<file path="config.mk">
export PLATFORM = sky130hd
export DESIGN_NAME = load_store_unit_flat
export DESIGN_NICKNAME = d
export VERILOG_FILES = /design/src/rtl/lsu_pkg.sv /design/src/rtl/load_store_unit_if.sv /design/src/rtl/byte_lane_merge.sv /design/src/rtl/load_store_unit.sv /design/src/flat_wrapper.sv
export SDC_FILE = /design/constraint.sdc
export NUM_CORES = 1
export LEC_CHECK = 0
export CAP_MARGIN = 20
export CORE_ASPECT_RATIO = 0.8
export CORE_UTILIZATION = 45
export CTS_BUF_LIST = sky130_fd_sc_hd__clkbuf_8
export DETAILED_ROUTE_END_ITERATION = 7
export GPL_ROUTABILITY_DRIVEN = 0
export PLACE_DENSITY = 0.83
export SLEW_MARGIN = 10
export SYNTH_ARGS = -nofsm -noshare
export SYNTH_HDL_FRONTEND = slang
export SYNTH_SLANG_ARGS = --single-unit
</file>
<file path="constraint.sdc">
create_clock -name Clock -period 4.7 [get_ports Clock]
set_input_delay 0.94 -clock Clock [delete_from_list [all_inputs] [get_ports Clock]]
set_output_delay 0.94 -clock Clock [all_outputs]
set_load 0.03 [all_outputs]
</file>
<file path="src/rtl/lsu_pkg.sv">
// Shared types and constants for the load/store unit: FSM states and byte-lane selectors.
package lsu_pkg;

    typedef enum logic [1:0] {
        IDLE = 2'd0,
        RD   = 2'd1,
        WR   = 2'd2,
        RESP = 2'd3
    } lsu_state_t;

    localparam logic LANE_LO = 1'b0;
    localparam logic LANE_HI = 1'b1;

endpackage

</file>
<file path="src/rtl/load_store_unit_if.sv">
// Request/response handshake and DataMemory port bundle for the load/store unit.
// slave: the unit itself; master: the execute/write-back side plus DataMemory.
interface load_store_unit_if #(
    parameter int AW = 16,
    parameter int DW = 16
) ();

    logic          ReqValid;
    logic          ReqReady;
    logic          ReqWrite;
    logic          ReqByte;
    logic          ReqSigned;
    logic [AW-1:0] ReqAddr;
    logic [DW-1:0] ReqData;
    logic          RespValid;
    logic [DW-1:0] RespData;
    logic          RespErr;
    logic [AW-1:0] Adresa;
    logic [DW-1:0] WriteData;
    logic          MemWrite;
    logic          MemRead;
    logic [DW-1:0] ReadData;

    modport slave (
        input  ReqValid, ReqWrite, ReqByte, ReqSigned, ReqAddr, ReqData, ReadData,
        output ReqReady, RespValid, RespData, RespErr, Adresa, WriteData, MemWrite, MemRead
    );

    modport master (
        output ReqValid, ReqWrite, ReqByte, ReqSigned, ReqAddr, ReqData, ReadData,
        input  ReqReady, RespValid, RespData, RespErr, Adresa, WriteData, MemWrite, MemRead
    );

endinterface

</file>
<file path="src/rtl/byte_lane_merge.sv">
// Byte-lane helper: replaces one lane of a memory word with a store byte, and
// extracts one lane of a memory word as a sign- or zero-extended load value.
module byte_lane_merge
    import lsu_pkg::*;
(
    input  logic [15:0] word_i,
    input  logic [7:0]  byte_i,
    input  logic        lane_i,
    input  logic        signed_i,
    output logic [15:0] merged_o,
    output logic [15:0] load_o
);

    logic [7:0] sel_byte;

    // Lane selection for both the store merge and the load extension.
    always_comb begin
        merged_o = word_i;
        sel_byte = word_i[7:0];
        if (lane_i == LANE_HI) begin
            merged_o[15:8] = byte_i;
            sel_byte       = word_i[15:8];
        end else begin
            merged_o[7:0]  = byte_i;
        end
        load_o = {{8{signed_i & sel_byte[7]}}, sel_byte};
    end

endmodule

</file>
<file path="src/rtl/load_store_unit.sv">
// Load/store unit: sequences execute-stage requests onto DataMemory, converting
// byte addresses to word addresses, doing byte stores as read-modify-write and
// byte loads with sign/zero extension, and pulsing one response per request.
// Optional build macro LSU_MISALIGN_TRAP_EN: word accesses with ReqAddr[0]=1
// skip the memory cycle and respond immediately with RespErr=1.
module load_store_unit
    import lsu_pkg::*;
#(
    parameter int AW = 16,
    parameter int DW = 16
) (
    input  logic             Clock,
    input  logic             Reset,
    load_store_unit_if.slave bus
);

    lsu_state_t    state_q;
    logic          ready_q;
    logic          write_q;
    logic          byte_q;
    logic          signed_q;
    logic          lane_q;
    logic [7:0]    store_byte_q;
    logic [AW-1:0] adresa_q;
    logic [DW-1:0] wdata_q;
    logic          mem_write_q;
    logic          mem_read_q;
    logic          resp_valid_q;
    logic [DW-1:0] resp_data_q;
    logic          resp_err_q;

    logic [15:0]   merged_d;
    logic [15:0]   load_ext_d;
    logic          misalign_d;

`ifdef LSU_MISALIGN_TRAP_EN
    assign misalign_d = !bus.ReqByte && bus.ReqAddr[0];
`else
    assign misalign_d = 1'b0;
`endif

    // Lanes are taken from ReadData directly on the edge that ends RD.
    byte_lane_merge u_merge (
        .word_i   (bus.ReadData),
        .byte_i   (store_byte_q),
        .lane_i   (lane_q),
        .signed_i (signed_q),
        .merged_o (merged_d),
        .load_o   (load_ext_d)
    );

    // Request sequencing FSM with all bus outputs registered.
    always_ff @(posedge Clock) begin
        if (Reset) begin
            state_q      <= IDLE;
            ready_q      <= 1'b1;
            write_q      <= 1'b0;
            byte_q       <= 1'b0;
            signed_q     <= 1'b0;
            lane_q       <= LANE_LO;
            store_byte_q <= '0;
            adresa_q     <= '0;
            wdata_q      <= '0;
            mem_write_q  <= 1'b0;
            mem_read_q   <= 1'b0;
            resp_valid_q <= 1'b0;
            resp_data_q  <= '0;
            resp_err_q   <= 1'b0;
        end else begin
            case (state_q)
                IDLE: begin
                    if (bus.ReqValid && ready_q) begin
                        ready_q      <= 1'b0;
                        write_q      <= bus.ReqWrite;
                        byte_q       <= bus.ReqByte;
                        signed_q     <= bus.ReqSigned;
                        lane_q       <= bus.ReqAddr[0];
                        store_byte_q <= bus.ReqData[7:0];
                        adresa_q     <= {1'b0, bus.ReqAddr[AW-1:1]};
                        if (misalign_d) begin
                            state_q      <= RESP;
                            resp_valid_q <= 1'b1;
                            resp_err_q   <= 1'b1;
                            resp_data_q  <= '0;
                        end else if (bus.ReqWrite && !bus.ReqByte) begin
                            state_q     <= WR;
                            mem_write_q <= 1'b1;
                            wdata_q     <= bus.ReqData;
                        end else begin
                            state_q    <= RD;
                            mem_read_q <= 1'b1;
                        end
                    end
                end
                RD: begin
                    mem_read_q <= 1'b0;
                    if (write_q) begin
                        state_q     <= WR;
                        mem_write_q <= 1'b1;
                        wdata_q     <= merged_d;
                    end else begin
                        state_q      <= RESP;
                        resp_valid_q <= 1'b1;
                        resp_data_q  <= byte_q ? load_ext_d : bus.ReadData;
                    end
                end
                WR: begin
                    mem_write_q  <= 1'b0;
                    state_q      <= RESP;
                    resp_valid_q <= 1'b1;
                    resp_data_q  <= '0;
                end
                RESP: begin
                    state_q      <= IDLE;
                    ready_q      <= 1'b1;
                    resp_valid_q <= 1'b0;
                    resp_data_q  <= '0;
                    resp_err_q   <= 1'b0;
                end
                default: begin
                    state_q      <= IDLE;
                    ready_q      <= 1'b1;
                    mem_read_q   <= 1'b0;
                    mem_write_q  <= 1'b0;
                    resp_valid_q <= 1'b0;
                end
            endcase
        end
    end

    assign bus.ReqReady  = ready_q;
    assign bus.RespValid = resp_valid_q;
    assign bus.RespData  = resp_data_q;
    assign bus.RespErr   = resp_err_q;
    assign bus.Adresa    = adresa_q;
    assign bus.WriteData = wdata_q;
    assign bus.MemWrite  = mem_write_q;
    assign bus.MemRead   = mem_read_q;

endmodule

</file>
<file path="src/flat_wrapper.sv">
// flat-port wrapper written by rule: the top's interface ports become plain ports
module load_store_unit_flat import lsu_pkg::*;
#(
    parameter int AW = 16,
    parameter int DW = 16
)
  (Clock, Reset, bus_ReqValid, bus_ReqWrite, bus_ReqByte, bus_ReqSigned, bus_ReqAddr, bus_ReqData, bus_ReadData, bus_ReqReady, bus_RespValid, bus_RespData, bus_RespErr, bus_Adresa, bus_WriteData, bus_MemWrite, bus_MemRead);
  load_store_unit_if #(.AW(AW), .DW(DW)) bus_i ();
  input  logic Clock;
  input  logic Reset;
  input wire logic [$bits(bus_i.ReqValid)-1:0] bus_ReqValid;
  input wire logic [$bits(bus_i.ReqWrite)-1:0] bus_ReqWrite;
  input wire logic [$bits(bus_i.ReqByte)-1:0] bus_ReqByte;
  input wire logic [$bits(bus_i.ReqSigned)-1:0] bus_ReqSigned;
  input wire logic [$bits(bus_i.ReqAddr)-1:0] bus_ReqAddr;
  input wire logic [$bits(bus_i.ReqData)-1:0] bus_ReqData;
  input wire logic [$bits(bus_i.ReadData)-1:0] bus_ReadData;
  output wire logic [$bits(bus_i.ReqReady)-1:0] bus_ReqReady;
  output wire logic [$bits(bus_i.RespValid)-1:0] bus_RespValid;
  output wire logic [$bits(bus_i.RespData)-1:0] bus_RespData;
  output wire logic [$bits(bus_i.RespErr)-1:0] bus_RespErr;
  output wire logic [$bits(bus_i.Adresa)-1:0] bus_Adresa;
  output wire logic [$bits(bus_i.WriteData)-1:0] bus_WriteData;
  output wire logic [$bits(bus_i.MemWrite)-1:0] bus_MemWrite;
  output wire logic [$bits(bus_i.MemRead)-1:0] bus_MemRead;
  assign bus_i.ReqValid = bus_ReqValid;
  assign bus_i.ReqWrite = bus_ReqWrite;
  assign bus_i.ReqByte = bus_ReqByte;
  assign bus_i.ReqSigned = bus_ReqSigned;
  assign bus_i.ReqAddr = bus_ReqAddr;
  assign bus_i.ReqData = bus_ReqData;
  assign bus_i.ReadData = bus_ReadData;
  assign bus_ReqReady = bus_i.ReqReady;
  assign bus_RespValid = bus_i.RespValid;
  assign bus_RespData = bus_i.RespData;
  assign bus_RespErr = bus_i.RespErr;
  assign bus_Adresa = bus_i.Adresa;
  assign bus_WriteData = bus_i.WriteData;
  assign bus_MemWrite = bus_i.MemWrite;
  assign bus_MemRead = bus_i.MemRead;
  load_store_unit #(.AW(AW), .DW(DW)) u_core (.Clock(Clock), .Reset(Reset), .bus(bus_i));
endmodule
</file>
# Word-level counts from Yosys, hierarchy flattened
# Index checks and enable logic that the tools add are counted.
[word_totals] latch_bits=0 inputBits=54 romBits=0 ramBits=0 out_inout_bits=53 register_bits=65 memories=0
[op_classes] addsub=0 n_mux=25 n_eq_ne=8 n_bitwise=2 multipliers=0 magnitude_cmp=0 shifts=0 n_reduce_logical=14 div_mod_pow=0
[op_table] op="$mux 16" n=5
[op_table] op="$pmux 16 s2" n=2
[op_table] op="$mux 8" n=3
[op_table] op="$mux 1" n=8
[op_table] op="$pmux 2 s4" n=1
[op_table] op="$reduce_and 4->1" n=2
[op_table] op="$ne 2x1->1 const B" n=3
[op_table] op="$pmux 1 s3" n=2
[op_table] op="$reduce_and 2->1" n=3
[op_table] op="$eq 2x2->1 const B" n=2
[op_table] op="$mux 2" n=2
[op_table] op="$ne 2x2->1 const B" n=2
[op_table] op="$pmux 1 s2" n=2
[op_table] op="$reduce_bool 2->1" n=2
[op_table] op="$reduce_and 3->1" n=1
[op_table] op="$reduce_bool 3->1" n=1
[op_table] op="$eq 2x1->1 const B" n=1
[op_table] op="$logic_and 1x1->1" n=2
[op_table] op="$logic_not 2->1" n=1
[op_table] op="$reduce_or 2->1" n=1
[op_table] op="$and 1x1->1" n=1
[op_table] op="$logic_not 1->1" n=1
[op_table] op="$not 1->1" n=1

# Longest topological paths before layout
# Gate-level depths: netlist of the first run.
[logic_depth] ltp_word=5 ltp_mapped=8

# Modules after synthesis
# From an unflattened synthesis of the first run, not the netlist that was laid out.
[hier_totals] cells_unflattened=358 area_unflattened_um2=3382.0
[by_module_without_submodules] mod="load_store_unit" area_each_um2=3009.1 seq_area_each_um2=1301.2 cells_each=323 instances=1
[by_module_without_submodules] mod="byte_lane_merge" area_each_um2=372.9 seq_area_each_um2=0.0 cells_each=35 instances=1

# Least setup slack after synthesis of the first run
# No wires, ideal clock.
[synth_path] path_kind="input port to flip-flop" startpoint="input bus_ReqByte" endpoint="register u_core.mem_write_q (netlist: u_core.bus.MemWrite)" t_required_ps=4577 path_stages=3 path_slack_ps=2706 setup_ps=123 arrival_time_ps=1870 path_buffers=0 cell_sequence="nand2b_1 a2111oi_0 mux2_1"
[synth_between] elab_chain_len=4
[synth_rtl] element="start, declared" line="flat_wrapper.sv:13" source="input wire logic [$bits(bus_i.ReqByte)-1:0] bus_ReqByte;"
[synth_rtl] element="$logic_not 1->1" line="load_store_unit.sv:85" source="end else if (bus.ReqWrite && !bus.ReqByte) begin"
[synth_rtl] element="$logic_and 1x1->1" line="load_store_unit.sv:85"
[synth_rtl] element="$ne 2x1->1 (no source line)"
[synth_rtl] element="$reduce_and 4->1 (no source line)"
[synth_rtl] element="end signal, assigned" line="load_store_unit.sv:87" source="mem_write_q <= 1'b1;"
[synth_rtl] element="end signal, assigned" line="load_store_unit.sv:99" source="mem_write_q <= 1'b1;"
[synth_rtl] element="end signal, assigned" line="load_store_unit.sv:108" source="mem_write_q <= 1'b0;"
[synth_rtl] element="end, declared" line="load_store_unit.sv:26" source="logic mem_write_q;"
# No other way between the ends.
# A chain may end at the register's enable or synchronous reset.

# Final worst setup path of the first run
[layout_path] startpoint="input bus_ReqValid" endpoint="register u_core.wdata_q[8] (netlist: u_core.bus.WriteData[8])"
[layout_between] elab_chain_len=3
[layout_rtl] element="start, declared" line="flat_wrapper.sv:11" source="input wire logic [$bits(bus_i.ReqValid)-1:0] bus_ReqValid;"
[layout_rtl] element="$logic_and 1x1->1" line="load_store_unit.sv:72" source="if (bus.ReqValid && ready_q) begin"
[layout_rtl] element="$ne 2x1->1 (no source line)"
[layout_rtl] element="$reduce_and 4->1 (no source line)"
[layout_rtl] element="end signal, assigned" line="load_store_unit.sv:88" source="wdata_q <= bus.ReqData;"
[layout_rtl] element="end signal, assigned" line="load_store_unit.sv:100" source="wdata_q <= merged_d;"
[layout_rtl] element="end, declared" line="load_store_unit.sv:25" source="logic [DW-1:0] wdata_q;"
# No other way between the ends.

==> flow_summary.html, run 1 <==
<table>
<tr><th>Metric</th><th>Value</th></tr>
<tr><th colspan="2">Outcome</th></tr>
<tr><td>Result of the run</td><td>complete, no violations</td></tr>
<tr><th colspan="2">Critical path</th></tr>
<tr><td>Highest-delay cell along the critical path</td><td>sky130_fd_sc_hd__a221o_1</td></tr>
<tr><td>Crit path launch</td><td>bus_ReqValid</td></tr>
<tr><td>Highest fanout seen on the critical path</td><td>28</td></tr>
<tr><td>Crit-path max cell delay</td><td>0.92 ns</td></tr>
<tr><td>Setup slack, reg-to-reg</td><td>1.74 ns</td></tr>
<tr><td>Kind of start point of the critical path</td><td>primary input</td></tr>
<tr><td>Data arrival, critical path</td><td>3.29 ns</td></tr>
<tr><td>Source of the worst register-to-register timing path</td><td>u_core.state_q[0]</td></tr>
<tr><td>Worst Setup Path Type</td><td>primary input to flop</td></tr>
<tr><td>Data required time at the worst endpoint</td><td>4.96 ns</td></tr>
<tr><td>Critical path cell sequence</td><td>clkdlybuf4s50_1, nand3_2, a221o_1, mux2i_1</td></tr>
<tr><td>Kind of end point of the critical path</td><td>flop</td></tr>
<tr><th colspan="2">Global routing</th></tr>
<tr><td>GR Overflow Total</td><td>0</td></tr>
<tr><td>Initial antenna violation count</td><td>0</td></tr>
<tr><td>First-pass GRT wire length</td><td>13100 um</td></tr>
<tr><td>Overall global routing resource usage</td><td>0.236</td></tr>
<tr><td>Via count of the first global-routing pass</td><td>2724</td></tr>
<tr><td>Largest net degree at the start of global routing</td><td>a little under 50</td></tr>
<tr><th colspan="2">STA</th></tr>
<tr><td>Setup repair after global routing missed its margin</td><td>no</td></tr>
<tr><td>Fin Clk Skew</td><td>0.00404 ns</td></tr>
<tr><td>Setup TNS</td><td>0 ns</td></tr>
<tr><td>Final Slew Violations</td><td>0</td></tr>
<tr><td>Final clock period utilization by the worst path</td><td>0.643</td></tr>
<tr><td>Minimum clock period after layout</td><td>3.02 ns</td></tr>
<tr><td>Setup violators final</td><td>0</td></tr>
<tr><td>Worst Tran Pin Value</td><td>slightly above 1 ns</td></tr>
<tr><td>Number of hold-slack violations in the final timing report</td><td>0</td></tr>
<tr><td>F_max</td><td>331 MHz</td></tr>
<tr><td>Slew Limit Headroom</td><td>0.315</td></tr>
<tr><td>Worst slack on hold paths</td><td>roughly 0.46 ns</td></tr>
<tr><th colspan="2">Floorplanning</th></tr>
<tr><td>Floorplan Core Area</td><td>0.00651 mm^2</td></tr>
<tr><td>Overall die width</td><td>94.5 um</td></tr>
<tr><td>Total die area</td><td>0.00718 mm^2</td></tr>
<tr><td>Die outline height</td><td>around 76 um</td></tr>
<tr><td>Cell row count</td><td>26</td></tr>
<tr><td>Effective utilization at floorplan</td><td>0.473</td></tr>
<tr><td>IO Count</td><td>approximately 110</td></tr>
<tr><th colspan="2">Synth</th></tr>
<tr><td>Share of Yosys cell area claimed by the top area cell type</td><td>0.422</td></tr>
<tr><td>Sequential cell area fraction in the yosys report</td><td>0.422</td></tr>
<tr><td>Fraction of the mapped netlist area in compound gates</td><td>0.208</td></tr>
<tr><td>Leading cell type by number of instances after synthesis</td><td>sky130_fd_sc_hd__dfxtp_1</td></tr>
<tr><td>Multiplexer share of the synthesized area</td><td>0.108</td></tr>
<tr><td>Cell count after synthesis</td><td>361</td></tr>
<tr><td>Cell taking the most area after synthesis</td><td>sky130_fd_sc_hd__dfxtp_1</td></tr>
<tr><td>Synthesized-area fraction occupied by xor and xnor cells</td><td>0</td></tr>
<tr><td>Count of different cell masters after synthesis</td><td>37</td></tr>
<tr><td>Total standard cell area after synthesis</td><td>0.00308 mm^2</td></tr>
<tr><td>Top area cells in the synthesized netlist</td><td>sky130_fd_sc_hd__dfxtp_1, sky130_fd_sc_hd__mux2i_1, sky130_fd_sc_hd__nand2_1</td></tr>
<tr><td>Warnings, synthesis</td><td>0</td></tr>
<tr><td>Cell types with the highest counts after synthesis</td><td>sky130_fd_sc_hd__dfxtp_1, sky130_fd_sc_hd__nand2_1, sky130_fd_sc_hd__a21oi_1</td></tr>
<tr><td>Synthesized-area fraction occupied by and/or/nand/nor cells</td><td>0.186</td></tr>
<tr><td>Leading register cell type out of synthesis</td><td>sky130_fd_sc_hd__dfxtp_1</td></tr>
<tr><td>Synthesized flop and latch total</td><td>65</td></tr>
<tr><td>Post-synth EDFFs</td><td>0</td></tr>
<tr><td>Main combinational cell family by area after synthesis</td><td>compound AO/OA/AOI/OAI gates</td></tr>
<tr><td>Area share of fa/ha/maj cells after synthesis</td><td>0.0244</td></tr>
<tr><td>Mean post-synth cell area</td><td>8.53 um^2</td></tr>
<tr><td>Share of synthesized registers carrying an async set or reset</td><td>0</td></tr>
<tr><th colspan="2">Drt</th></tr>
<tr><td>DRC violations left</td><td>0</td></tr>
<tr><td>Post-Route WL</td><td>8350 um</td></tr>
<tr><td>Avg WL per Cell</td><td>15.5 um</td></tr>
<tr><td>Vias per cell</td><td>5.39</td></tr>
<tr><td>First drt pass iteration count</td><td>4</td></tr>
<tr><td>Number of nets with antenna violations after detailed routing</td><td>0</td></tr>
<tr><td>Vias after detailed routing</td><td>2909</td></tr>
<tr><td>Number of DRC violations after detailed-routing iteration 0</td><td>207</td></tr>
<tr><th colspan="2">Pwr</th></tr>
<tr><td>Comb pwr share</td><td>0.493</td></tr>
<tr><td>Net switching share of the total power</td><td>0.423</td></tr>
<tr><td>Overall power of the completed layout</td><td>2.54 mW</td></tr>
<tr><td>Leakage power figure</td><td>1.68 nW</td></tr>
<tr><td>Clock network power share</td><td>0.186</td></tr>
<tr><td>Internal power component</td><td>1.47 mW</td></tr>
<tr><td>Psw</td><td>1.08 mW</td></tr>
<tr><td>Flop pwr share</td><td>0.322</td></tr>
<tr><td>Worst IR Drop VDD</td><td>0.307 mV</td></tr>
<tr><td>Power Density</td><td>589 mW/mm^2</td></tr>
<tr><th colspan="2">Finish</th></tr>
<tr><td>Number of nets in the final layout</td><td>511</td></tr>
<tr><td>Total area of multi-input combinational cells</td><td>about 0.0016 mm^2</td></tr>
<tr><td>Fraction of final layout cells sized beyond drive strength 1</td><td>0.0526</td></tr>
<tr><td>Sequential standard cell area</td><td>0.00130 mm^2</td></tr>
<tr><td>Final antenna diode count</td><td>0</td></tr>
<tr><td>Area growth from synthesis to final layout</td><td>40.2%</td></tr>
<tr><td>Final std cell area, no fill</td><td>0.00432 mm^2</td></tr>
<tr><td>Total of fill cells in the finished design</td><td>574</td></tr>
<tr><th colspan="2">CTS</th></tr>
<tr><td>Post-CTS Hold Fix Bufs</td><td>0</td></tr>
<tr><td>Buffer type at the clock tree root</td><td>sky130_fd_sc_hd__clkbuf_8</td></tr>
<tr><td>PostCTS Resize Cnt</td><td>0</td></tr>
<tr><td>CTS H-tree depth</td><td>3</td></tr>
<tr><td>Clock network latency to the later pin of the worst-skew pair</td><td>0.35 ns</td></tr>
<tr><td>Count of buffers added by post-CTS timing repair for setup</td><td>0</td></tr>
<tr><td>Maximum buffer depth of the clock tree</td><td>2</td></tr>
<tr><td>TritonCTS clock tree</td><td>done</td></tr>
<tr><td>Clock edge transition at the registers on the reported setup and hold paths</td><td>0.07 ns</td></tr>
<tr><td># clock sinks</td><td>65</td></tr>
<tr><td>Number of buffers created by CTS</td><td>9</td></tr>
<tr><th colspan="2">Hold path</th></tr>
<tr><td>Worst Hold Launch</td><td>u_core.bus.Adresa[12]</td></tr>
<tr><td>Kind of path behind the tightest hold check</td><td>flop to flop</td></tr>
<tr><th colspan="2">Placed design</th></tr>
<tr><td>Count of input and output buffers</td><td>104</td></tr>
<tr><td>Standard cell area after detailed placement</td><td>0.00411 mm^2</td></tr>
<tr><td>Final HPWL from detailed placement</td><td>slightly below 6000 um</td></tr>
<tr><th colspan="2">Flow run</th></tr>
<tr><td>Number of violations of the max-capacitance limit</td><td>0</td></tr>
</table>
==> routing by layer <==
| metal | GRT usage | part of all wire | vias up |
|---|---|---|---|
| met5 | 0 | 0 | - |
| met4 | 0.0742 | 0.015 | 0 |
| met3 | 0.0808 | 0.094 | 17 |
| met2 | 0.367 | 0.46 | 122 |
| met1 | 0.306 | 0.43 | 1348 |
| li1 | - | - | 1422 |
==> power by group through the flow <==
stage / sequential [mW] / clock (mW) / combinational (mW)
2_1_floorplan: 1.05 / 0 / 0.590
3_3_place_gp: 0.821 / 0 / 1.21
3_5_place_dp: 0.824 / 0 / 1.23
4_1_cts: 0.815 / 0.478 / 1.25
5_1_grt: 0.836 / 0.498 / 1.35
6_report: 0.818 / 0.472 / 1.25
==> path summary, 6_finish.rpt <==
kind	to	cells after the start
worst min register to register	u_core.bus.Adresa[12]	2
worst max register to register	u_core.bus.WriteData[8]	5
worst min-delay path	u_core.bus.Adresa[12]	2
worst max-delay path	u_core.bus.WriteData[8]	4
==> critical path, delay by kind of cell <==
family / cells / cell delay (ns)
compound gates: 1 / 0.92
buf+inv: 1 / 0.55
mux: 1 / 0.33
simple gates: 1 / 0.53
==> registers in the layout, summed over array words and instances (netlist names) <==
signal,cells
u_core.bus.Adresa,15
u_core.bus.MemRead,1
u_core.bus.MemWrite,1
u_core.bus.ReqReady,1
u_core.bus.RespData,16
u_core.bus.RespValid,1
u_core.bus.WriteData,16
u_core.byte_q,1
u_core.lane_q,1
u_core.signed_q,1
u_core.state_q,2
u_core.store_byte_q,8
u_core.write_q,1
==> stage by stage <==
stage | setup WS (ns) | utilization | instances
floorplan | 2.71 | - | 362
global placement | 1.44 | 0.631 | 523
detailed placement | 1.38 | 0.631 | 523
CTS | 1.68 | 0.661 | 539
global route | 1.54 | 0.664 | 540
finish | 1.68 | 0.664 | 540
==> cell usage in the layout, fill, tap and decap left out, types with 2 or more instances in the layout <==
cell                              count
sky130_fd_sc_hd__a211o_1             16
sky130_fd_sc_hd__a211oi_1             2
sky130_fd_sc_hd__a21boi_0             8
sky130_fd_sc_hd__a21oi_1             40
sky130_fd_sc_hd__and3_1               9
sky130_fd_sc_hd__buf_4                3
sky130_fd_sc_hd__clkbuf_8             9
sky130_fd_sc_hd__clkdlybuf4s50_1    103
sky130_fd_sc_hd__clkinv_2             2
sky130_fd_sc_hd__clkinvlp_4           3
sky130_fd_sc_hd__conb_1               2
sky130_fd_sc_hd__dfxtp_1             65
sky130_fd_sc_hd__ha_1                 6
sky130_fd_sc_hd__inv_1                4
sky130_fd_sc_hd__mux2i_1             32
sky130_fd_sc_hd__nand2_1             64
sky130_fd_sc_hd__nand2b_1            20
sky130_fd_sc_hd__nand3b_1             2
sky130_fd_sc_hd__nor2_1              27
sky130_fd_sc_hd__nor2b_1              3
sky130_fd_sc_hd__o21ai_1              8
sky130_fd_sc_hd__o2bb2ai_1            8
==> kinds of logic (layout without fill, tap and decap cells) <==
group	count (synthesis)	in the layout
and+or+nand+nor	127	127
buffers and inverters	34	128
adders and majority gates	6	6
DFF	65	65
other	1	2
muxes	33	33
AOI/OAI and AO/OA	95	95
==> cell type report <==
class / instances / area share
clock buffers: 9 / 0.0287
clock inverters: 7 / 0.0165
inverters: 4 / 0.00348
multi-input cells: 263 / 0.377
flip-flops and latches: 65 / 0.301
well taps: 84 / 0.0243
repair buffers: 108 / 0.249
Note: power is estimated with default switching activity, not from simulation.
==> run 2: changes to the inputs <==
- CORE_UTILIZATION: 45 -> 42
- PLACE_DENSITY: 0.83 -> 0.81
- clock period: 4.7 -> 2.64 ns (I/O delays scaled with it)
==> run 2 against run 1 <==
Worst setup slack worse by 1.1 ns. Register-to-register slack worse by 1.1 ns. Routed wire length fell by 2.9%. Count of clock-buffer cells in the layout is 1 higher. Core utilization decreased by 4.0 points. Sequential cell count unchanged. Combinational power increased by 82%. Critical path depth up 1. Cell count rose by 1.5%. The run now ends with design-rule violations left. Clock power grew 72%. Power increased by 78%. Sequential power rose by 76%.
==> flow_summary.html, run 2 (same netlist as run 1, synthesis figures left out) <==
<table>
<tr><th>Metric</th><th>Value</th></tr>
<tr><th colspan="2">CTS</th></tr>
<tr><td>Maximum buffer depth of the clock tree</td><td>2</td></tr>
<tr><td>Buffer type at the clock tree root</td><td>sky130_fd_sc_hd__clkbuf_8</td></tr>
<tr><td># clock sinks</td><td>65</td></tr>
<tr><td>TritonCTS clock tree</td><td>done</td></tr>
<tr><td>Count of buffers added by post-CTS timing repair for setup</td><td>0</td></tr>
<tr><td>Post-CTS Hold Fix Bufs</td><td>0</td></tr>
<tr><td>PostCTS Resize Cnt</td><td>0</td></tr>
<tr><td>Number of buffers created by CTS</td><td>9</td></tr>
<tr><td>Clock network latency to the later pin of the worst-skew pair</td><td>0.33 ns</td></tr>
<tr><td>CTS H-tree depth</td><td>3</td></tr>
<tr><td>Clock edge transition at the registers on the reported setup and hold paths</td><td>0.07 ns</td></tr>
<tr><th colspan="2">STA</th></tr>
<tr><td>Final clock period utilization by the worst path</td><td>0.769</td></tr>
<tr><td>Fin Clk Skew</td><td>0.00917 ns</td></tr>
<tr><td>F_max</td><td>493 MHz</td></tr>
<tr><td>Setup violators final</td><td>0</td></tr>
<tr><td>Setup TNS</td><td>0 ns</td></tr>
<tr><td>Worst Tran Pin Value</td><td>~0.6 ns</td></tr>
<tr><td>Minimum clock period after layout</td><td>2.03 ns</td></tr>
<tr><td>Number of hold-slack violations in the final timing report</td><td>0</td></tr>
<tr><td>Setup repair after global routing missed its margin</td><td>no</td></tr>
<tr><td>Worst slack on hold paths</td><td>0.453 ns</td></tr>
<tr><td>Slew Limit Headroom</td><td>0.594</td></tr>
<tr><td>Final Slew Violations</td><td>0</td></tr>
<tr><th colspan="2">Floorplanning</th></tr>
<tr><td>Total die area</td><td>0.00768 mm^2</td></tr>
<tr><td>Cell row count</td><td>27</td></tr>
<tr><td>IO Count</td><td>107</td></tr>
<tr><td>Overall die width</td><td>97.8 um</td></tr>
<tr><td>Die outline height</td><td>between 70 and 80 um</td></tr>
<tr><td>Effective utilization at floorplan</td><td>0.441</td></tr>
<tr><td>Floorplan Core Area</td><td>around 0.007 mm^2</td></tr>
<tr><th colspan="2">Drt</th></tr>
<tr><td>Number of DRC violations after detailed-routing iteration 0</td><td>177</td></tr>
<tr><td>First drt pass iteration count</td><td>6</td></tr>
<tr><td>DRC violations left</td><td>16</td></tr>
<tr><td>Top routing layer in use</td><td>met4</td></tr>
<tr><td>Met3 routed WL</td><td>approximately 540 um</td></tr>
<tr><td>Avg WL per Cell</td><td>14.8 um</td></tr>
<tr><td>Vias per cell</td><td>5.20</td></tr>
<tr><td>Vias after detailed routing</td><td>2848</td></tr>
<tr><td>Met2 wirelength from detailed routing</td><td>3650 um</td></tr>
<tr><td>Number of nets with antenna violations after detailed routing</td><td>0</td></tr>
<tr><td>M1 wire length</td><td>3820 um</td></tr>
<tr><td>Post-Route WL</td><td>between 8000 and 9000 um</td></tr>
<tr><th colspan="2">Pwr</th></tr>
<tr><td>Overall power of the completed layout</td><td>4.53 mW</td></tr>
<tr><td>Leakage power figure</td><td>~1.7 nW</td></tr>
<tr><td>Worst IR Drop VDD</td><td>0.556 mV</td></tr>
<tr><td>Power Density</td><td>between 1000 and 1500 mW/mm^2</td></tr>
<tr><th colspan="2">Finish</th></tr>
<tr><td>Total of fill cells in the finished design</td><td>approximately 620</td></tr>
<tr><td>Most common cell after layout, fill and taps aside</td><td>sky130_fd_sc_hd__clkdlybuf4s50_1</td></tr>
<tr><td>Filler-free cell count of the finished design</td><td>548</td></tr>
<tr><td>Area growth from synthesis to final layout</td><td>41.5%</td></tr>
<tr><td>Fraction of final layout cells sized beyond drive strength 1</td><td>0.0564</td></tr>
<tr><td>Number of nets in the final layout</td><td>516</td></tr>
<tr><td>Top library cells by usage in the layout, fill and taps aside</td><td>sky130_fd_sc_hd__clkdlybuf4s50_1, sky130_fd_sc_hd__dfxtp_1, sky130_fd_sc_hd__nand2_1</td></tr>
<tr><td>Final antenna diode count</td><td>0</td></tr>
<tr><td>Final std cell area, no fill</td><td>between 0.004 and 0.005 mm^2</td></tr>
<tr><th colspan="2">Critical path</th></tr>
<tr><td>Kind of end point of the critical path</td><td>flop</td></tr>
<tr><td>Cells on worst reg2reg path</td><td>5</td></tr>
<tr><td>Data arrival, critical path</td><td>2.25 ns</td></tr>
<tr><td>Highest fanout seen on the critical path</td><td>14</td></tr>
<tr><td>Kind of start point of the critical path</td><td>flop</td></tr>
<tr><td>Worst Setup Path Type</td><td>flop to flop</td></tr>
<tr><td>Data required time at the worst endpoint</td><td>2.86 ns</td></tr>
<tr><th colspan="2">Hold path</th></tr>
<tr><td>Worst hold path cell count</td><td>2</td></tr>
<tr><td>Kind of path behind the tightest hold check</td><td>flop to flop</td></tr>
<tr><th colspan="2">Global routing</th></tr>
<tr><td>Via count of the first global-routing pass</td><td>2794</td></tr>
<tr><td>First-pass GRT wire length</td><td>12900 um</td></tr>
<tr><td>GR Overflow Total</td><td>0</td></tr>
<tr><td>Largest net degree at the start of global routing</td><td>47</td></tr>
<tr><td>Initial antenna violation count</td><td>0</td></tr>
<tr><td>Overall global routing resource usage</td><td>0.215</td></tr>
<tr><th colspan="2">Flow run</th></tr>
<tr><td>Number of violations of the max-capacitance limit</td><td>0</td></tr>
<tr><th colspan="2">Placed design</th></tr>
<tr><td>Final HPWL from detailed placement</td><td>5810 um</td></tr>
<tr><td>Count of input and output buffers</td><td>104</td></tr>
<tr><td>Number of placed instances with taps included</td><td>532</td></tr>
<tr><td>Standard cell area after detailed placement</td><td>approximately 0.0042 mm^2</td></tr>
<tr><th colspan="2">Outcome</th></tr>
<tr><td>Result of the run</td><td>complete, but fails checks</td></tr>
<tr><td>Violated checks</td><td>design-rule violations</td></tr>
</table>
run 2: cell types whose count changed in the layout (fill, tap and decap cells not counted):
cell	change
sky130_fd_sc_hd__clkinv_4	-1
sky130_fd_sc_hd__buf_12	+1
sky130_fd_sc_hd__buf_8	-1
sky130_fd_sc_hd__clkbuf_8	+1
sky130_fd_sc_hd__clkinvlp_4	-3
sky130_fd_sc_hd__inv_1	+3
sky130_fd_sc_hd__buf_4	+5
run 2: worst max-delay path: stages, from the launching register on:
cell	delay, ns
sky130_fd_sc_hd__dfxtp_1	0.41
sky130_fd_sc_hd__inv_1	0.12
sky130_fd_sc_hd__ha_1	0.38
sky130_fd_sc_hd__a21boi_1	0.22
sky130_fd_sc_hd__a2111oi_0	0.43
sky130_fd_sc_hd__mux2_1	0.36
run 2: worst paths after layout:
path	from	end	slack, ns
worst max register to register	u_core.state_q[0]	u_core.bus.MemWrite	0.61
worst max-delay path	u_core.state_q[0]	u_core.bus.MemWrite	0.61
worst min register to register	u_core.bus.Adresa[5]	u_core.bus.Adresa[5]	0.45
worst min-delay path	u_core.bus.Adresa[5]	u_core.bus.Adresa[5]	0.45
run 2: area by class of cell:
cell class                      instances  area [um^2]  share of cell area
Tap cell                               87          109              0.0250
Timing Repair Buffer                  113         1120               0.256
Multi-Input combinational cell        263         1630               0.374
Clock inverter                          6         51.3              0.0118
Sequential cell                        65         1300               0.299
Clock buffer                           10          138              0.0316
Inverter                                4         15.0             0.00345
run 2: metrics by stage:
stage                      util  worst slack (ns)
after floorplan               -             0.765
after global placement    0.596             0.541
after detailed placement  0.596             0.484
after CTS                 0.623             0.617
after global routing      0.623             0.450
final                     0.623             0.610
run 2: metal layers:
| layer | track usage | vias to the layer above |
|---|---|---|
| li1 | - | 1435 |
| met1 | 0.268 | 1305 |
| met2 | 0.348 | 100 |
| met3 | 0.0614 | 8 |
| met4 | 0.0894 | 0 |
| met5 | 0 | - |
run 2: power breakdown:
part | internal (mW) | switching [mW] | leakage (nW) | total, mW
Combinational | 0.956 | 1.32 | 1.09 | 2.27
Clock | 0.449 | 0.364 | 0.110 | 0.813
Sequential | 1.26 | 0.183 | 0.532 | 1.44
==> patch 1, RTL diff (settings of run 1) <==
Make the reset (`Reset`) asynchronous in one clocked block.
--- a/src/rtl/load_store_unit.sv
+++ b/src/rtl/load_store_unit.sv
@@ -51,5 +51,5 @@
 
     // Request sequencing FSM with all bus outputs registered.
-    always_ff @(posedge Clock) begin
+    always_ff @(posedge Clock or posedge Reset) begin
         if (Reset) begin
             state_q      <= IDLE;
Behaviour: differs if Reset is asserted again (counterexample within 4 cycles, from zero or initial values and one cycle with Reset high); with Reset held inactive, the same outputs for 10 cycles.
==> patch 1 against run 1 <==
- sequential cell count did not move
- design area is 1.7% higher
- clock power is 1% lower
- setup slack better by 76 ps
- power up 32%
- fmax rose by 2.6%
- wire length down 11%
- area after synthesis grew 1.6%
- critical path type unchanged
==> patch 1: results (changes against run 1) <==
| Metric | Value |
|---|---|
| Status | completed (unchanged) |
| Most instantiated cells after synthesis | 64 x dfrtp_1, 33 x mux2_2, 26 x mux2i_1 (was 65 x dfxtp_1, 64 x nand2_1, 40 x a21oi_1) |
| CTS H-tree depth | 3 (unchanged) |
| Layout cells sized above 1 | 17.7% (was 5.26%) |
| Slew @ Worst Pin | 1090 ps (was 1030 ps) |
| Reg-to-reg slack, setup | 1870 ps (was 1740 ps) |
| GRT Util Overall | 22.2% (was 23.6%) |
| CP max stage delay | 940 ps (was 920 ps) |
| IO buf count | 104 (unchanged) |
| P_sw | 1.40 mW (was 1.08 mW) |
| First-pass GRT wire length | 12100 µm (was 13100 µm) |
| Met3 Wirelength | 762 µm (was 787 µm) |
| Pwr Density | 764 nW/µm² (was 589 nW/µm²) |
| Synth async-reset ratio | 100% (was 0%) |
| WL met1 | 3170 µm (was 3620 µm) |
| Final Skew | 5.94 ps (was 4.04 ps) |
| Crit-path slowest cell | a221oi_4 (was a221o_1) |
| CTS Buf Count | 9 (unchanged) |
| Post-DP HPWL | 5570 µm (was 5770 µm) |
| Met3 GRT Util | 10.1% (was 8.08%) |
| WL/cell | 16.4 µm (was 15.5 µm) |
| LEAKAGE | 1.95 nW (was 1.68 nW) |
| CTS Root Cell | clkbuf_8 (unchanged) |
| Crit path DAT | 3170 ps (was 3290 ps) |
| R2r startpoint | u_core.state_q[0]$_DFFE_PP0N_ (was u_core.state_q[0]$_SDFFE_PP0N_) |
| Clk. pwr | 467 µW (was 472 µW) |
| Comb pwr share | 54.3% (was 49.3%) |
| Max IR drop VDD | 0.390 mV (was 0.307 mV) |
| Largest cells by area after synthesis | dfrtp_1 51%, mux2_2 12%, mux2i_1 8.3%, mux2_4 4.8%, o21ai_0 3.2% (was dfxtp_1 42%, mux2i_1 10%, nand2_1 7.8%, a21oi_1 6.5%, a211o_1 4.5%) |
| WHS Endpoint | u_core.bus.RespData[10]$_DFFE_PP0P_ (was u_core.bus.Adresa[12]$_SDFFE_PP0P_) |
| Met1 track demand over resource | 27.4% (was 30.6%) |
| Via-to-Cell Ratio | 5.17 (was 5.39) |
| First-iteration detailed-routing DRC count | 89 (was 207) |
| Post-synth cell types | 35 (was 37) |
| Primary FF master, synth | dfrtp_1 (was dfxtp_1) |
| Critical path peak fanout | 30 (was 28) |
| Met2 Track Usage GR | 35.2% (was 36.7%) |
| DR pass1 iterations | 4 (unchanged) |
| Filler cell count | 515 (was 574) |
| Sequential element share of the synthesized area | 52.0% (was 42.2%) |
| Worst hold path startpoint | u_core.bus.RespData[10]$_DFFE_PP0P_ (was u_core.bus.Adresa[12]$_SDFFE_PP0P_) |
| Fin nets | 428 (was 511) |
| Largest net degree at the start of global routing | 38 (was 49) |
| Worst R2R Path Depth | 6 (was 5) |
| R2r endpoint | u_core.bus.WriteData[3]$_DFFE_PP0P_ (was u_core.bus.WriteData[8]$_SDFFE_PP0P_) |
| Met2 Wirelength | 3470 µm (was 3820 µm) |
| Vias in the first global route | 2494 (was 2724) |
-- patch 1: changes by cell type after synthesis, sizes merged, moves of 6 or more --
| cell | change |
|---|---|
| dfrtp | +64 |
| mux2 | +42 |
| mux2i | -6 |
| a21oi | -22 |
| a21boi | -8 |
| and3 | -9 |
| nand2 | -44 |
| nand2b | -18 |
| o21ai | +13 |
| o2bb2ai | -8 |
| dfxtp | -65 |
| a211o | -16 |
| clkbuf | -16 |
-- patch 1: through the flow --
stage / util (%) / hold WS, ps / instances / setup WS [ps] / instance area (µm²)
floorplan: - / 480 / 267 / 2140 / 3130
global placement: 64.2 / 466 / 441 / 1430 / 4200
detailed placement: 64.2 / 478 / 441 / 1370 / 4200
CTS: 67.2 / 493 / 456 / 1730 / 4390
global route: 67.2 / 519 / 456 / 1620 / 4390
finish: 67.2 / 487 / 456 / 1750 / 4390
-- patch 1: layout make-up --
class                           instances  area (µm²)  area share [%]
Sequential cell                        65        1630            37.1
Clock buffer                           10         138            3.13
Clock inverter                          5        56.3            1.28
Tap cell                               84         105            2.39
Multi-Input combinational cell        178        1380            31.3
Timing Repair Buffer                  107        1060            24.2
Inverter                                7        26.3           0.598
-- patch 1: logic make-up (layout without fill, tap and decap cells) --
group,count (synthesis),after routing,synth area share (%)
AO/OA/AOI/OAI,48,48,9.35
adder cells (fa/ha/maj),6,6,2.40
multiplexers,69,69,25.0
other,1,2,0.120
AND/OR/NAND/NOR,53,53,6.99
buffers and inverters,24,129,4.16
flip-flops,65,65,52.0
-- patch 1: tightest hold or removal path, cell delays in order, from the launching register on --
cell     delay (ps)
dfrtp_1         350
nand2_1          50
o21ai_0          60
==> patch 2, RTL diff (config.mk and constraints of run 1) <==
Made on the original files. `AW` is set to 16 in 3 places; all go to 14.
--- a/src/rtl/load_store_unit_if.sv
+++ b/src/rtl/load_store_unit_if.sv
@@ -2,5 +2,5 @@
 // slave: the unit itself; master: the execute/write-back side plus DataMemory.
 interface load_store_unit_if #(
-    parameter int AW = 16,
+    parameter int AW = 14,
     parameter int DW = 16
 ) ();
--- a/src/rtl/load_store_unit.sv
+++ b/src/rtl/load_store_unit.sv
@@ -7,5 +7,5 @@
     import lsu_pkg::*;
 #(
-    parameter int AW = 16,
+    parameter int AW = 14,
     parameter int DW = 16
 ) (
--- a/src/flat_wrapper.sv
+++ b/src/flat_wrapper.sv
@@ -2,5 +2,5 @@
 module load_store_unit_flat import lsu_pkg::*;
 #(
-    parameter int AW = 16,
+    parameter int AW = 14,
     parameter int DW = 16
 )
Interface: changed (resized bus_Adresa and bus_ReqAddr); port bits go from 107 to 103. No check against the original RTL was run, so the function may have changed too.
==> patch 2 against run 1 <==
- power decreased by 3.8%
- area after synthesis decreased by 1.7%
- sequential cell count decreased by 2
- design area decreased by 3.0%
- wire length decreased by 6.8%
- sequential power decreased by 3.1%
- setup slack improved by 310 ps
- non-clock buffer count decreased by 4
- largest power group unchanged
==> patch 2: results (changes against run 1) <==
| Metric | Value |
|---|---|
| Setup TNS | 0 ps (unchanged) |
| LEAKAGE | 1.65 nW (was 1.68 nW) |
| Status | completed (unchanged) |
| CTS Buf Count | 9 (unchanged) |
| Sequential element share of the synthesized area | 41.7% (was 42.2%) |
| Crit path DAT | 2960 ps (was 3290 ps) |
| Filler cell count | 561 (was 574) |
| Largest cells by area after synthesis | dfxtp_1 42%, mux2i_1 11%, nand2_1 7.4%, a21oi_1 6.3%, a211o_1 4.6% (was dfxtp_1 42%, mux2i_1 10%, nand2_1 7.8%, a21oi_1 6.5%, a211o_1 4.5%) |
| CTS H-tree depth | 3 (unchanged) |
| Area after DPL | 4010 µm² (was 4110 µm²) |
| Placed Cells | 512 (was 523) |
| Post-synth cell types | 37 (unchanged) |
| IO buf count | 100 (was 104) |
| Most instantiated cells after synthesis | 63 x dfxtp_1, 60 x nand2_1, 38 x a21oi_1 (was 65 x dfxtp_1, 64 x nand2_1, 40 x a21oi_1) |
| Via-to-Cell Ratio | 5.25 (was 5.39) |
| Max IR drop VDD | 0.330 mV (was 0.307 mV) |
| Setup Buffers After CTS | 0 (unchanged) |
| Total number of vias | 2769 (was 2909) |
| Reg clk slew, reported paths | 70 ps (about the same) |
| Clock buffer depth | 2 (unchanged) |
| GRT Util Overall | 22.5% (was 23.6%) |
| DR pass1 iterations | 5 (was 4) |
| Hold Buf Count CTS | 0 (unchanged) |
| EDFF count, synth | 0 (unchanged) |
| Ys Warns | 0 (unchanged) |
| Post-CTS Resized | 0 (unchanged) |
| WL/cell | 14.8 µm (was 15.5 µm) |
| CTS Sinks | 63 (was 65) |
| Largest net degree at the start of global routing | 41 (was 49) |
| Worst hold path type | reg2reg (unchanged) |
| Synth async-reset ratio | 0% (unchanged) |
| First-pass GRT wire length | 12100 µm (was 13100 µm) |
| Fin nets | 497 (was 511) |
| Skew-Pair Late Insertion Delay | 330 ps (was 350 ps) |
| CTS Root Cell | clkbuf_8 (unchanged) |
| ANT cells | 0 (unchanged) |
| Slew headroom | 30.4% (was 31.5%) |
| Layout cells sized above 1 | 4.97% (was 5.26%) |
| Worst setup path start | bus_ReqValid (unchanged) |
| Worst hold path startpoint | u_core.bus.Adresa[10]$_SDFFE_PP0P_ (was u_core.bus.Adresa[12]$_SDFFE_PP0P_) |
| Initial antenna violation count | 0 (unchanged) |
| R2r startpoint | u_core.state_q[0]$_SDFFE_PP0N_ (unchanged) |
| Critical path peak fanout | 26 (was 28) |
| Post-DP HPWL | 5600 µm (was 5770 µm) |
| First-iteration detailed-routing DRC count | 184 (was 207) |
| Vias in the first global route | 2488 (was 2724) |
| Synth Area per Inst | 8.58 µm² (was 8.53 µm²) |
| Final Skew | 8.04 ps (was 4.04 ps) |
[patch 2: changes by cell type after synthesis, sizes merged]
cell and delta:
nand2 -4, dfxtp -2, buf +1, a21oi -2, clkbuf -1
[patch 2: area by class of cell]
type                    count  area, µm²  area share, %
clock buffers               9        124           2.96
clock inverters             6       55.1           1.31
inverters                   4       15.0          0.358
multi-input cells         257       1600           38.3
flip-flops and latches     63       1260           30.1
well taps                  84        105           2.51
repair buffers            104       1030           24.5
[patch 2: through the flow]
step / worst slack (ps) / utilization [%]
finish: 1990 / 65.1
global route: 1850 / 65.1
CTS: 1970 / 65.1
detailed placement: 1610 / 62.3
global placement: 1730 / 62.3
floorplan: 2730 / -
[patch 2: path summary, 6_finish.rpt]
path	to	slack, ps	cells after the start
max	u_core.bus.WriteData[6]$_SDFFE_PP0P_	1990	5
min	u_core.bus.Adresa[10]$_SDFFE_PP0P_	460	2
max reg2reg	u_core.bus.WriteData[6]$_SDFFE_PP0P_	2180	6
min reg2reg	u_core.bus.Adresa[10]$_SDFFE_PP0P_	460	2
[patch 2: metal layers]
| layer | wire length, µm | track usage [%] | up-vias | part of all wire, % |
|---|---|---|---|---|
| met5 | 0 | 0 | - | 0 |
| met4 | 87 | 5.81 | 0 | 1.1 |
| met3 | 576 | 7.39 | 11 | 7.4 |
| met2 | 3580 | 36.8 | 103 | 46 |
| met1 | 3540 | 28.9 | 1273 | 45 |
| li1 | - | - | 1382 | - |
[patch 2: logic make-up after synthesis]
family,synth area share (%)
AOI/OAI and AO/OA,20.9
adders and majority gates,2.48
buffers and inverters,5.50
DFF,41.7
muxes,11.0
other,0.124
and+or+nand+nor,18.4
[patch 2: critical path, stage by stage]
cell and delay (ps):
clkdlybuf4s50_1 490, nand3_2 110, buf_4 290, a221o_1 840
mux2i_1 270
[patch 2: where the power goes]
| part | total (mW) | switching, mW | internal (mW) | leakage [nW] |
|---|---|---|---|---|
| clock | 0.434 | 0.198 | 0.236 | 0.0975 |
| sequential | 0.793 | 0.104 | 0.689 | 0.515 |
| combinational | 1.22 | 0.716 | 0.503 | 1.03 |
